## config.mk

```make
export PLATFORM = sky130hd
export DESIGN_NAME = cpu_cmd_feeder
export DESIGN_NICKNAME = d
export VERILOG_FILES = /design/src/rtl/cpu_cmd_feeder.sv
export SDC_FILE = /design/constraint.sdc
export NUM_CORES = 1
export LEC_CHECK = 0
export CELL_PAD_IN_SITES_DETAIL_PLACEMENT = 0
export CELL_PAD_IN_SITES_GLOBAL_PLACEMENT = 1
export CORE_MARGIN = 5
export CORE_UTILIZATION = 47
export CTS_CLUSTER_DIAMETER = 100
export DETAILED_ROUTE_END_ITERATION = 10
export PLACE_DENSITY = 0.91
export SYNTH_ARGS = -nofsm -noshare
export SYNTH_HDL_FRONTEND = slang
export SYNTH_SLANG_ARGS = --single-unit
```

## constraint.sdc

```tcl
create_clock -name clk -period 2.6 [get_ports clk]
set_input_delay 0.26 -clock clk [delete_from_list [all_inputs] [get_ports clk]]
set_output_delay 0.26 -clock clk [all_outputs]
set_load 0.02 [all_outputs]
```

## src/rtl/cpu_cmd_feeder.sv

```systemverilog
// rtl/cpu_cmd_feeder.sv - host command FIFO feeding a CPU with ack/done timeouts
// Commands queue in a small FIFO, issue one at a time and return one held response.
module cpu_cmd_feeder #(
  parameter int WIDTH    = 8,
  parameter int DEPTH    = 4,
  parameter int ACK_TMO  = 16,
  parameter int DONE_TMO = 255
) (
  input  logic               clk,
  input  logic               reset,
  input  logic               req_valid,
  output logic               req_ready,
  input  logic [6:0]         req_cmd,
  input  logic [WIDTH-1:0]   req_d1,
  input  logic [WIDTH-1:0]   req_d2,
  input  logic [WIDTH-1:0]   req_d3,
  input  logic [WIDTH-1:0]   req_d4,
  input  logic               cpu_rdy,
  output logic [6:0]         cmd_in,
  output logic [WIDTH-1:0]   din_1,
  output logic [WIDTH-1:0]   din_2,
  output logic [WIDTH-1:0]   din_3,
  output logic [WIDTH-1:0]   din_4,
  input  logic [2*WIDTH-1:0] out_reg3,
  input  logic               zero,
  input  logic               error,
  output logic               rsp_valid,
  input  logic               rsp_ready,
  output logic [2*WIDTH-1:0] rsp_data,
  output logic               rsp_zero,
  output logic               rsp_error,
  output logic               rsp_timeout,
  output logic               busy
);
  localparam int AW = $clog2(DEPTH);
  localparam int EW = 7 + 4 * WIDTH;
  localparam logic [7:0] ACK_LAST  = 8'(ACK_TMO - 1);
  localparam logic [7:0] DONE_LAST = 8'(DONE_TMO - 1);

  typedef enum logic [2:0] {IDLE, ISSUE, WAIT_ACK, WAIT_DONE, RESP} state_t;
  state_t state, state_nxt;

  logic [EW-1:0] mem [DEPTH];
  logic [AW:0]   wr_ptr, rd_ptr;
  logic          full, empty, push, start, ready_en;
  logic [EW-1:0] iss_q;
  logic [7:0]    tmo_cnt;

  assign empty = (wr_ptr == rd_ptr);
  assign full  = (wr_ptr[AW] != rd_ptr[AW]) && (wr_ptr[AW-1:0] == rd_ptr[AW-1:0]);

  // ready_en keeps req_ready low through reset and for the first edge after it
  assign req_ready = ready_en && !full;
  assign push      = req_valid && req_ready;
  assign start     = (state == IDLE) && !empty && cpu_rdy && !rsp_valid;

  assign {din_1, din_2, din_3, din_4} = iss_q[4*WIDTH-1:0];

  always_ff @(posedge clk) begin
    if (push) mem[wr_ptr[AW-1:0]] <= {req_cmd, req_d1, req_d2, req_d3, req_d4};
  end

  always_ff @(posedge clk or posedge reset) begin
    if (reset) begin
      wr_ptr   <= '0;
      rd_ptr   <= '0;
      ready_en <= 1'b0;
    end else begin
      ready_en <= 1'b1;
      if (push)  wr_ptr <= wr_ptr + 1'b1;
      if (start) rd_ptr <= rd_ptr + 1'b1;
    end
  end

  always_comb begin
    state_nxt = state;
    cmd_in    = 7'd0;
    busy      = (state != IDLE);
    case (state)
      IDLE: if (start) state_nxt = ISSUE;
      ISSUE: begin
        cmd_in    = iss_q[EW-1 -: 7];
        state_nxt = WAIT_ACK;
      end
      WAIT_ACK: begin
        if (!cpu_rdy)                  state_nxt = WAIT_DONE;
        else if (tmo_cnt >= ACK_LAST)  state_nxt = RESP;
      end
      WAIT_DONE: if (cpu_rdy || tmo_cnt >= DONE_LAST) state_nxt = RESP;
      RESP: if (rsp_ready) state_nxt = IDLE;
      default: state_nxt = IDLE;
    endcase
  end

  always_ff @(posedge clk or posedge reset) begin
    if (reset) begin
      state       <= IDLE;
      tmo_cnt     <= 8'd0;
      iss_q       <= '0;
      rsp_valid   <= 1'b0;
      rsp_data    <= '0;
      rsp_zero    <= 1'b0;
      rsp_error   <= 1'b0;
      rsp_timeout <= 1'b0;
    end else begin
      state <= state_nxt;
      // cleared on every state change, saturates instead of wrapping
      if (state_nxt != state)   tmo_cnt <= 8'd0;
      else if (tmo_cnt != 8'hFF) tmo_cnt <= tmo_cnt + 8'd1;
      if (start) iss_q <= mem[rd_ptr[AW-1:0]];
      if (state == WAIT_ACK && state_nxt == RESP) begin
        rsp_valid   <= 1'b1;
        rsp_data    <= '0;
        rsp_zero    <= 1'b0;
        rsp_error   <= 1'b1;
        rsp_timeout <= 1'b1;
      end
      if (state == WAIT_DONE && state_nxt == RESP) begin
        rsp_valid <= 1'b1;
        if (cpu_rdy) begin
          rsp_data    <= out_reg3;
          rsp_zero    <= zero;
          rsp_error   <= error;
          rsp_timeout <= 1'b0;
        end else begin
          rsp_data    <= '0;
          rsp_zero    <= 1'b0;
          rsp_error   <= 1'b1;
          rsp_timeout <= 1'b1;
        end
      end
      if (state == RESP && rsp_ready) rsp_valid <= 1'b0;
    end
  end
endmodule

```

Word level (Yosys, flattened, before mapping):

Memories as Yosys holds them, arrays and structs flattened. A register that Yosys moved wholly into a read port is not among the register bits.
Index checks and enable logic that the tools add are counted.

* $add $sub $neg: 3
* $mul: 0
* div/mod/pow operators: 0
* order comparisons: 2
* eq/ne operators: 10
* shift operators: 0
* mux-type cells: 24
* bitwise gates (word level): 0
* reductions and logical operators: 18

Operators with widths (number)
* $mux W16: 3
* $mux W8: 2
* $mux W3: 5
* $pmux W3 S5: 1
* $mux W1: 12
* $logic_and A1 B1 Y1: 9
* $add A8 B1 Y8 const B: 1
* $ge A8 B4 Y1 const B: 1
* $ge A8 B8 Y1 const B: 1
* $ne A8 B8 Y1 const B: 1
* $mux W7: 1
* $add A3 B1 Y3 const B: 2
* $eq A3 B2 Y1 const B: 2
* $eq A3 B3 Y1 const B: 2
* $reduce_bool A3 Y1: 2
* $reduce_bool A2 Y1: 2
* $eq A3 B1 Y1 const B: 1
* $eq A3 B3 Y1: 1
* $logic_not A1 Y1: 3
* $logic_not A3 Y1: 1
* $ne A3 B3 Y1: 1
* $eq A2 B2 Y1: 1
* $logic_or A1 B1 Y1: 1
* $ne A1 B1 Y1: 1

* register bits: 38
* latch bits: 0
* RAM bits: 156
* bits in read-only memories: 0
* logic and storage cells: 68
* memories kept: 1

Memories
* mem: depth 4, bits a word 39, read ports 1, clocked after memory_dff 1, write ports 1, line 43 `logic [EW-1:0] mem [DEPTH];`

Depth between registers and ports, before layout:

* depth in word-level cells: 12
* mapped depth: 7

Least setup slack after synthesis:

No wires, ideal clock.

* path kind: register to register
* from: register rd_ptr[0]
* to: memory mem[3][0] (netlist bit) (enable)
* arrival time: 2.376 ns
* required time: 2.198 ns
* slack: -0.178 ns
* cell stages (with the launch flop): 5
* path buffers: 1
* cell sequence: dfrtp_1 -> clkbuf_1 -> xnor2_1 -> a31oi_1 -> and3_1

* longest elaborated chain between the ends: 7

Ends and longest elaborated chain
* from (decl): line 44 `logic [AW:0] wr_ptr, rd_ptr;`
* from (signal assigned): line 71 `if (start) rd_ptr <= rd_ptr + 1'b1;`
* $eq A2 B2 Y1: line 50 `assign full = (wr_ptr[AW] != rd_ptr[AW]) && (wr_ptr[AW-1:0] == rd_ptr[AW-1:0]);`
* $logic_and A1 B1 Y1: line 50
* $logic_not A1 Y1: line 53 `assign req_ready = ready_en && !full;`
* $logic_and A1 B1 Y1: line 53
* via req_ready: line 12 `output logic req_ready,`
* $logic_and A1 B1 Y1: line 54 `assign push = req_valid && req_ready;`
* $mux W1: line 60 `if (push) mem[wr_ptr[AW-1:0]] <= {req_cmd, req_d1, req_d2, req_d3, req_d4};`
* $mux W1 (not written as such): line 60
* to (decl): line 43

The timed path passes the listed nets, and every way through them passes these cells.

Worst setup path after layout:

* from: register state[1]
* to: output port cmd_in[2]

* longest elaborated chain between the ends: 2

Ends and longest elaborated chain
* from (decl): line 41 `state_t state, state_nxt;`
* from (signal assigned): line 106 `state <= state_nxt;`
* $eq A3 B1 Y1: line 79 `case (state)`
* $mux W7: line 79
* to (decl): line 19 `output logic [6:0] cmd_in,`

No other way between the ends.

==> summary.md <==
| Metric | Value |
|---|---|
| Final setup viols | 0 |
| GR Util All Layers | 0.161 |
| Most common cell in the netlist | edfxtp_1 |
| Die X | 151 microns |
| Setup TNS | 0 ns |
| DR DRC count | 0 |
| RD Place Congestion | 0.748 |
| Non-Filler Instances | 924 |
| Startpoint Class | register |
| FF-to-FF path depth | 5 |
| Clk sinks | 233 |
| Syn_nets | 600 |
| Die area | 22900 sq um |
| First-pass GRT wire length | 28.5 mm |
| Placed Cells | 878 |
| Clock Path Buffers | 3 |
| Nets | 709 |
| Async set or reset register ratio after synthesis | 0.330 |
| Synth area leader | edfxtp_1 |
| Root Buffer Master | clkbuf_16 |
| Synth Cell Area | 9400 sq um |
| Fillers | 1428 |
| Ys Warns | 0 |
| Post-synth top area share | 0.498 |
| Via-to-Cell Ratio | 5.31 |
| Crit path kind | reg2out |
| DP HPWL | 11.5 mm |
| Leading register cell type out of synthesis | edfxtp_1 |
| Post-Syn Instances | 531 |
| WL/cell | 19.6 microns |
| Area growth, synth to finish | 24.1% |
| Hold WC Path Type | in2async |
| Worst slew pin tran | 0.846 ns |
| PwrDens | 1110 nW/um^2 |
| Vias in the first global route | 5261 |
| Post-synth EDFFs | 156 |
| Clock slew at reported path FFs | 0.06 ns |
| Worst slack at placement | 0.343 ns |
| Port Buffers | 122 |
| Arr. time, crit path | 2.27 ns |
| Max-cap violations | 0 |
| Max H-tree Level | 1 |
| Final Slew Violations | 0 |
| Fin Clk Skew | 0.0153 ns |
| Num ports | 123 |
| CTS tree | done |
| Total grt overflow | 0 |
| Outcome | completed |
| Core Util, Final | 0.595 |
| Total number of vias | 4905 |
| Share of layout cells above drive strength 1 | 0.249 |
| Core ar. | 19600 sq um |
| Routed wire length | 18.1 mm |
| Lkg Pwr | 0.00421 uW |
| Initial antenna violation count | 0 |
| Synth cell count leaders | 156 x edfxtp_1, 77 x dfrtp_1, 42 x nand2_1 |
| FP Rows | 51 |
| CP endpoint kind | primary output |
| Seq cells post-synth | 233 |
| Crit-path max FO | 12 |
| CTS Buf Count | 24 |
| Overall power | 13000 uW |
| Period minus WS final | 2.53 ns |
| Storage element area | 6620 sq um |
| Routed Antenna Nets | 0 |
| Hold Buf Count CTS | 0 |
| Sequential share of the synthesized area | 0.703 |
| Starting Density | 0.480 |
| Fmax | 396 MHz |
| Die Span Y | 151 microns |
| Router iterations before antenna repair | 4 |
| Synth Area per Inst | 17.7 sq um |
| Slew HR | 0.436 |
| Distinct cell type count after synthesis | 54 |
| Crit share post-route | 0.972 |
| Max IR drop VDD | 0.619 mV |
| Largest cells by area after synthesis | edfxtp_1 50%, dfrtp_1 20%, mux4_2 9.3%, mux2_2 4.9%, buf_4 2.6% |
| Worst path slowest cell | clkdlybuf4s50_1 |
| Multi-input gate area | 2390 sq um |
| Final hold violation count | 0 |
| Cell Chain, Critical Path | nor3b_4 > buf_4 > and2_1 > clkdlybuf4s50_1 |
| Worst Slack Setup Final | 0.0727 ns |
| CP required | 2.34 ns |
| DRT iter0 DRCs | 190 |
| Critical Path Max Stage Delay | 0.63 ns |
| Worst-Skew Late Latency | 0.52 ns |
| Pin count of the biggest net entering global routing | 42 |
==> sequential cells by signal, indices dropped and copies added (netlist names) <==
name	cells
ready_en	1
rsp_zero	1
rsp_valid	1
rsp_timeout	1
state	3
rsp_error	1
wr_ptr	3
rd_ptr	3
tmo_cnt	8
iss_q	39
rsp_data	16
mem	156
==> kinds of logic after synthesis <==
| logic type | Yosys count | share of synthesized area |
|---|---|---|
| buf+inv | 67 | 0.0458 |
| mux | 81 | 0.144 |
| flops | 233 | 0.703 |
| other cells | 1 | 0.000399 |
| simple gates | 88 | 0.0504 |
| xor+xnor | 9 | 0.00838 |
| fa+ha+maj | 7 | 0.00932 |
| compound gates | 45 | 0.0389 |
==> metrics by stage <==
step | hold WS, ns | cell area (sq um)
final | 0.163 | 11700
after global routing | 0.206 | 11700
after CTS | 0.171 | 11600
after detailed placement | 0.486 | 10800
after global placement | 0.476 | 10800
after floorplan | 0.356 | 9410
==> final cells by class <==
cell class,instances,area share
inverters,11,0.00365
diodes,1,0.000215
clock inverters,17,0.0219
flip-flops and latches,233,0.567
well taps,265,0.0284
repair buffers,139,0.120
multi-input cells,231,0.205
clock buffers,27,0.0533
==> report_power, final <==
group / leakage [uW] / internal [uW] / switching, uW
sequential: 0.00236 / 4820 / 451
clock: 0.000419 / 2330 / 1380
combinational: 0.00144 / 2010 / 2000
total: 0.00421 / 9160 / 3820
==> per-layer routing <==
metal,track usage,wire length (microns)
met3,0.0326,953
met4,0.0449,409
met2,0.279,9140
met1,0.206,7570
met5,0,0
==> worst paths after layout <==
| kind | start | end | slack (ns) |
|---|---|---|---|
| worst max register to register | tmo_cnt[1] | rsp_data[13] | 0.41 |
| worst min register to register | rsp_timeout | rsp_timeout | 0.49 |
| worst max-delay path | state[1] | cmd_in[2] | 0.07 |
| max in group asynchronous | reset | rsp_data[10] | 1.75 |
| min in group clk | out_reg3[6] | rsp_data[6] | 0.29 |
| worst min-delay path | reset | iss_q[27] | 0.16 |
==> critical path: cells and delay by family (launching register included) <==
kind,cells,cell delay (ns)
buffers and inverters,2,0.84
flip-flops,1,0.50
AND/OR/NAND/NOR,2,0.41
==> placed cells by master, fill, tap and decap left out, types with 8 or more instances in the layout <==
cell type        instances
and2_1                   8
buf_4                   13
clkbuf_16               24
clkdlybuf4s50_1        121
dfrtp_1                 73
edfxtp_1               156
inv_1                   10
mux2_2                  41
mux4_2                  39
nand2_1                 42
o21ai_0                 10
o21ai_1                  9
==> repair_timing <==
action                                  4_1_cts  5_1_grt
resized for setup                             3        2
setup buffers                                 0        1
endpoints found under the setup margin        6        4
pin swaps                                     0        0
Power figures use the tool's default switching activity.
